<file path="config.mk">
export PLATFORM = sky130hd
export DESIGN_NAME = button_seq_gen
export DESIGN_NICKNAME = d
export VERILOG_FILES = /design/src/rtl/button_pkg.sv /design/src/rtl/button_seq_gen.sv
export SDC_FILE = /design/constraint.sdc
export NUM_CORES = 1
export LEC_CHECK = 0
export ABC_AREA = 0
export CAP_MARGIN = 40
export CORE_ASPECT_RATIO = 0.75
export CORE_MARGIN = 5
export CORE_UTILIZATION = 30
export CTS_BUF_LIST = sky130_fd_sc_hd__clkbuf_8
export DETAILED_ROUTE_END_ITERATION = 16
export GPL_ROUTABILITY_DRIVEN = 1
export PLACE_DENSITY_LB_ADDON = 0.12
export SLEW_MARGIN = 5
export SYNTH_ARGS = -nofsm -noshare
export SYNTH_HDL_FRONTEND = slang
export SYNTH_SLANG_ARGS = --single-unit
</file>
<file path="constraint.sdc">
create_clock -name clk -period 3.3 [get_ports clk]
set_input_delay 0.33 -clock clk [delete_from_list [all_inputs] [get_ports clk]]
set_output_delay 0.33 -clock clk [all_outputs]
set_load 0.02 [all_outputs]
</file>
<file path="src/rtl/button_pkg.sv">
// Shared definitions for the 3-button sequence detector and its stimulus generator:
// button codes, generator state encoding and frame timing constants.
package button_pkg;

    localparam logic [2:0] NONE = 3'b000;
    localparam logic [2:0] B1   = 3'b001;
    localparam logic [2:0] B2   = 3'b010;
    localparam logic [2:0] B3B1 = 3'b101;
    localparam logic [2:0] B3B2 = 3'b110;

    // Detector-busy cycles after a confirm press, and idle spacers after the first press.
    localparam int TAIL_LEN   = 4;
    localparam int SPACER_LEN = 2;

    typedef enum logic [2:0] {
        ST_IDLE    = 3'd0,
        ST_PRESS   = 3'd1,
        ST_WAIT1   = 3'd2,
        ST_WAIT2   = 3'd3,
        ST_CONFIRM = 3'd4,
        ST_TAIL    = 3'd5,
        ST_GAP     = 3'd6
    } gen_state_e;

    // Button code for a press of B1 (first=0) or B2 (first=1), optionally with B3 held.
    function automatic logic [2:0] press_code(input logic first, input logic b3);
        if (first) return b3 ? B3B2 : B2;
        else       return b3 ? B3B1 : B1;
    endfunction

endpackage

</file>
<file path="src/rtl/button_seq_gen.sv">
// Frame generator for the 3-button sequence detector: emits one press/spacer/confirm
// frame per accepted start, with a cycle-aligned prediction of the detector output.
module button_seq_gen
    import button_pkg::*;
#(
    parameter int GAP   = 2,
    parameter int CNT_W = 8
) (
    input  logic             clk,
    input  logic             rst_n,
    input  logic             start,
    input  logic             cmd_first,
    input  logic             cmd_b3,
    input  logic             cmd_long,
    output logic [2:0]       b,
    output logic             exp_outp,
    output logic             busy,
    output logic             done,
    output logic [CNT_W-1:0] frame_cnt,
    output gen_state_e       state_dbg
);

    localparam int             GW        = (GAP > 0) ? $clog2(GAP + 1) : 1;
    localparam logic [GW-1:0]  GAP_LAST  = GW'((GAP > 0) ? GAP - 1 : 0);
    localparam logic [1:0]     TAIL_LAST = 2'(TAIL_LEN - 1);

    gen_state_e    state, state_nxt;
    logic [1:0]    tail_cnt, tail_nxt;
    logic [GW-1:0] gap_cnt, gap_nxt;
    logic          first_q, b3_q, long_q;
    logic          first_n, b3_n, long_n;
    logic          accept;
    logic [2:0]    b_nxt;
    logic          eo_nxt, done_nxt;

    assign accept    = (state == ST_IDLE) && start;
    assign state_dbg = state;

    // Command bits as they will be latched after this edge; outputs are
    // registered from the upcoming state, so they must see the new command.
    assign first_n = accept ? cmd_first : first_q;
    assign b3_n    = accept ? cmd_b3    : b3_q;
    assign long_n  = accept ? cmd_long  : long_q;

    always_ff @(posedge clk) begin
        if (!rst_n) begin
            state     <= ST_IDLE;
            tail_cnt  <= '0;
            gap_cnt   <= '0;
            first_q   <= 1'b0;
            b3_q      <= 1'b0;
            long_q    <= 1'b0;
            b         <= NONE;
            exp_outp  <= 1'b0;
            busy      <= 1'b0;
            done      <= 1'b0;
            frame_cnt <= '0;
        end else begin
            state    <= state_nxt;
            tail_cnt <= tail_nxt;
            gap_cnt  <= gap_nxt;
            if (accept) begin
                first_q <= cmd_first;
                b3_q    <= cmd_b3;
                long_q  <= cmd_long;
            end
            b        <= b_nxt;
            exp_outp <= eo_nxt;
            busy     <= (state_nxt != ST_IDLE);
            done     <= done_nxt;
            if (done) frame_cnt <= frame_cnt + CNT_W'(1);
        end
    end

    always_comb begin
        state_nxt = state;
        tail_nxt  = '0;
        gap_nxt   = '0;
        case (state)
            ST_IDLE:    if (start) state_nxt = ST_PRESS;
            ST_PRESS:   state_nxt = ST_WAIT1;
            ST_WAIT1:   state_nxt = ST_WAIT2;
            ST_WAIT2:   state_nxt = ST_CONFIRM;
            ST_CONFIRM: begin
                if (long_q)       state_nxt = ST_TAIL;
                else if (GAP > 0) state_nxt = ST_GAP;
                else              state_nxt = ST_IDLE;
            end
            ST_TAIL: begin
                if (tail_cnt == TAIL_LAST) begin
                    state_nxt = (GAP > 0) ? ST_GAP : ST_IDLE;
                end else begin
                    tail_nxt = tail_cnt + 2'd1;
                end
            end
            ST_GAP: begin
                if (gap_cnt == GAP_LAST) state_nxt = ST_IDLE;
                else                     gap_nxt   = gap_cnt + GW'(1);
            end
            default:    state_nxt = ST_IDLE;
        endcase
    end

    always_comb begin
        b_nxt    = NONE;
        eo_nxt   = 1'b0;
        done_nxt = 1'b0;
        case (state_nxt)
            ST_PRESS: b_nxt = press_code(first_n, b3_n);
            ST_WAIT2: begin
                b_nxt  = {b3_n, 2'b00};
                eo_nxt = b3_n;
            end
            ST_CONFIRM: begin
                b_nxt    = long_n ? press_code(1'b1, b3_n) : NONE;
                eo_nxt   = 1'b1;
                done_nxt = (GAP == 0) && !long_n;
            end
            ST_TAIL:    done_nxt = (GAP == 0) && (tail_nxt == TAIL_LAST);
            ST_GAP:     done_nxt = (gap_nxt == GAP_LAST);
            default:    ;
        endcase
    end

endmodule

</file>
## Yosys cells after proc, flatten, opt, wreduce, memory -nomap -nowiden

Index checks and enable logic that the tools add are counted.

- Flip-flop bits (word level): 24
- Bits in latches: 0
- Bits in writable memories: 0
- ROM bits: 0
- Input port bits: 6
- Output and inout port bits: 17
- Word-level logic and storage cells: 50
- Memories: 0

- Add/sub/neg operators: 3
- Multipliers: 0
- Divide/modulo/power cells: 0
- Magnitude comparators: 0
- Eq/ne operators: 13
- Shift operators: 0
- Multiplexer cells: 16
- Bitwise operators: 2
- Reduce and logical (&&, ||, !) cells: 5

Operator list:

| kind | number |
|---|---|
| 3-bit 2-to-1 mux | 7 |
| 3-bit one-hot mux with 7 select lines | 1 |
| 3-bit == test, second input constant | 5 |
| 3-bit by 2-bit == test with 1-bit output, second input constant | 3 |
| 3-bit one-hot mux with 3 select lines | 1 |
| 8-bit by 1-bit adder with 8-bit output, second input constant | 1 |
| 3-bit by 1-bit == test with 1-bit output, second input constant | 2 |
| 2-bit 2-to-1 mux | 3 |
| 2-bit by 1-bit adder with 2-bit output, second input constant | 2 |
| 2-bit by 1-bit == test with 1-bit output, second input constant | 2 |
| 3-bit zero test | 1 |
| 1-bit 2-to-1 mux | 3 |
| 3-bit nonzero test | 1 |
| 3-bit OR reduction | 1 |
| 2-bit == test, second input constant | 1 |
| 1-bit inverter | 2 |
| 1-bit one-hot mux with 2 select lines | 1 |
| 2-bit AND reduction | 1 |
| 1-bit logical AND | 1 |

## Logic depth before layout (Yosys ltp)

- Depth in word-level cells: 6
- Gate-level depth with buffers: 5
- Depth with buffers taken out: 4

## Worst setup path before layout

Ideal clock, no wire load.

- Path kind: reg2reg
- Start point: register done
- End point: register frame_cnt[5]
- Setup time: 0.076 ns
- Arrival: 1.285 ns
- Required time: 3.224 ns
- Path slack: 1.939 ns
- Stages on the path, launching flop included: 5
- Buffers on the path: 1
- Clock period less this slack: 1.361 ns
- Cell sequence: dfxtp_1 clkbuf_2 nand4_1 or3_1 a21boi_0

RTL lines:

| element | line | RTL |
|---|---|---|
| start: declaration | button_seq_gen.sv:18 | `output logic done,` |
| start signal: assignment | button_seq_gen.sv:70 | `done <= done_nxt;` |
| end signal: assignment | button_seq_gen.sv:71 | `if (done) frame_cnt <= frame_cnt + CNT_W'(1);` |
| end: declaration | button_seq_gen.sv:19 | `output logic [CNT_W-1:0] frame_cnt,` |

## Final worst setup path

- Start point: register state[2], in the netlist state_dbg[2]
- End point: output port state_dbg[2]

RTL lines:

| element | line | RTL |
|---|---|---|
| start: declaration | button_seq_gen.sv:27 | `gen_state_e state, state_nxt;` |
| start signal: assignment | button_seq_gen.sv:59 | `state <= state_nxt;` |
| end: declaration | button_seq_gen.sv:20 | `output gen_state_e state_dbg` |

No word-level cell between the ends.

==> flow_metrics.tcl <==
set metrics [dict create \
    grt_antenna_before_repair 0 \
    grt_usage_pct 8.73 \
    cts_buffer_depth 2 \
    power.density_nw_per_um2 430 \
    post-cts-setup-buffers 0 \
    mostFrequentLayoutCell "dfxtp_1" \
    firstDrtPassIters 4 \
    p_leak_nw 0.477 \
    fin_cells 164 \
    slew_headroom_pct 59.8 \
    drt_iter0_drc 35 \
    tightest_slew_ns 0.603 \
    synth_area_um2 981 \
    syn_nets 111 \
    hold_class "reg -> reg" \
    critical_path.slowest_cell "clkdlybuf4s50_1" \
    drv_slew 0 \
    cts.sinks 23 \
    syn_area_per_cell_um2 9.52 \
    grt_pass1_wl_um 3160 \
    h-tree-depth 1 \
    ir_drop_uv 258 \
    cts_resized 0 \
    dp_hpwl_um 1370 \
    path_delay_family "buffers and inverters" \
    postRouteAntennaNets 0 \
    cp_slowest_stage_delay_ns 0.72 \
    grt_max_degree 19 \
    synth.distinct_cells 31 \
    cts_root_buffer "clkbuf_8" \
    ys_seq_area_share_pct 46.9 \
    ctsHoldBuffers 0 \
    cp.required_ns 2.97 \
    synth_seq_cells 23 \
    core_um2 3220 \
    overflow 0 \
    skew_ns 0.00344 \
    die_area_um2 4530 \
    setup-tns-final_ns 0 \
    r2r.worst_path.cells 4 \
    cts_buffers 3 \
    min_path_cells 1 \
    path_max_fanout 16 \
    via_per_inst 4.51 \
    port_buffers 22 \
    worst_setup_path_end_kind "output port" \
    cap_violations 0 \
    total_power_uw 548 \
    clock.fmax_mhz 495 \
    wl_um 1890 \
    period_needed_ns 2.02 \
    clk-insertion-delay-late_ns 0.26 \
    diodes 0 \
    critPathKind "reg -> out" \
    dp_cells 160 \
    fp.dieW_um 76.0 \
    final_cell_mix "dfxtp_1 (23), clkdlybuf4s50_1 (22), nor2_1 (8)" \
    die_h_um 59.5 \
    synthCells 103 \
    hold_viol 0 \
    hold_path.startpoint "tail_cnt[0]" \
    grt_setup_unrepaired "no" \
    route.detailed.drc 0 \
    areaGrowthSynthToFinish_pct 29.8 \
    pin_count 23 \
    worstPathArrival_ns 1.69 \
    grt_pass1_vias 669 \
    drive_gt1_share_pct 4.84 \
    gp_congestion 0.693 \
    startpoint "state_dbg[2]" \
    ys_warn_count 0 \
    r2r-start "state_dbg[0]" \
    start_util_pct 30.5 \
    final_nets 133 \
    cts_tree "built" \
    worstSetupPathDepth 1 \
    setup.worst_path.start_class "flop" \
    row_count 18 \
    avgRoutedWirePerCell_um 11.5 \
    setup_violations 0 \
    num_vias 739 \
    post-route-period-util_pct 61.2 \
    crit_chain "clkdlybuf4s50_1" \
    clk_pin_slew_ns 0.08 \
    status "finished, final reports clean" \
    critPathBufInv 1 \
]
## per-layer routing
layer | up-vias | part of all wire (%) | GRT usage (%)
li1 | 398 | - | -
met1 | 329 | 51 | 11.2
met2 | 10 | 44 | 13.7
met3 | 2 | 4.2 | 3.65
met4 | 0 | 1.0 | 2.28
met5 | - | 0 | 0
## final cells by class
cell class                 count  area, µm²
clock buffer                   3       41.3
clock inverter                 1       3.75
fill                         324       1950
inverter                       2       7.51
multi-input combinational     73        490
sequential                    23        460
tap                           40       50.0
timing repair buffer          22        220
## power breakdown
part | internal (mW) | switching, mW | total [mW]
Clock | 0.0830 | 0.0861 | 0.169
Combinational | 0.0392 | 0.0344 | 0.0735
Sequential | 0.287 | 0.0180 | 0.305
## kinds of logic (layout without fill, tap and decap cells)
family | Yosys count | after routing | synth area share [%]
multiplexers | 3 | 3 | 3.06
XOR/XNOR | 6 | 6 | 5.36
adder cells (fa/ha/maj) | 2 | 2 | 2.55
AND/OR/NAND/NOR | 48 | 48 | 30.5
flip-flops | 23 | 23 | 46.9
AO/OA/AOI/OAI | 14 | 14 | 8.54
buffers and inverters | 7 | 28 | 3.06
## sequential cells by signal, indices dropped and copies added (netlist names)
signal	count
done	1
b	3
tail_cnt	2
exp_outp	1
state_dbg	3
long_q	1
busy	1
b3_q	1
gap_cnt	2
frame_cnt	8
## cells in the mapped netlist
cell | number | area share, %
or3_1 | 2 | 1.3
a311oi_1 | 1 | 0.89
a21oi_1 | 5 | 2.6
nor2b_2 | 1 | 0.89
a21boi_0 | 3 | 2.3
inv_1 | 2 | 0.77
nor3_1 | 3 | 1.5
xor2_1 | 2 | 1.8
nand2b_1 | 2 | 1.3
o21ai_0 | 3 | 1.5
nor4_1 | 1 | 0.64
nor3b_2 | 1 | 1.3
and2_1 | 6 | 3.8
nor2b_1 | 6 | 3.8
buf_2 | 2 | 1.0
nor2_1 | 8 | 3.1
ha_1 | 2 | 2.6
and3b_1 | 1 | 0.89
clkbuf_1 | 2 | 0.77
a31oi_1 | 2 | 1.3
clkbuf_2 | 1 | 0.51
nor4b_1 | 1 | 0.89
nor4bb_1 | 2 | 2.0
mux2i_1 | 3 | 3.1
nand2_1 | 7 | 2.7
nor3b_1 | 1 | 0.77
xnor2_1 | 4 | 3.6
and3_1 | 2 | 1.3
nor4b_4 | 1 | 2.4
nand4_1 | 3 | 1.9
dfxtp_1 | 23 | 47
## through the flow
| stage | utilization (%) | setup slack (ns) | hold WS (ns) | instance area, µm² |
|---|---|---|---|---|
| after global placement | 38.2 | 1.49 | 0.407 | 1230 |
| after detailed placement | 38.2 | 1.47 | 0.413 | 1230 |
| after CTS | 39.5 | 1.27 | 0.425 | 1270 |
| final | 39.5 | 1.28 | 0.421 | 1270 |
| after floorplan | - | 1.94 | 0.396 | 981 |
| after global routing | 39.5 | 1.21 | 0.447 | 1270 |
## worst paths after layout
| check | slack (ns) | end |
|---|---|---|
| setup reg to reg | 1.68 | busy |
| hold reg to reg | 0.42 | tail_cnt[0] |
| hold / removal | 0.42 | tail_cnt[0] |
| setup / recovery | 1.28 | state_dbg[2] |
Note: power is estimated with default switching activity, not from simulation.
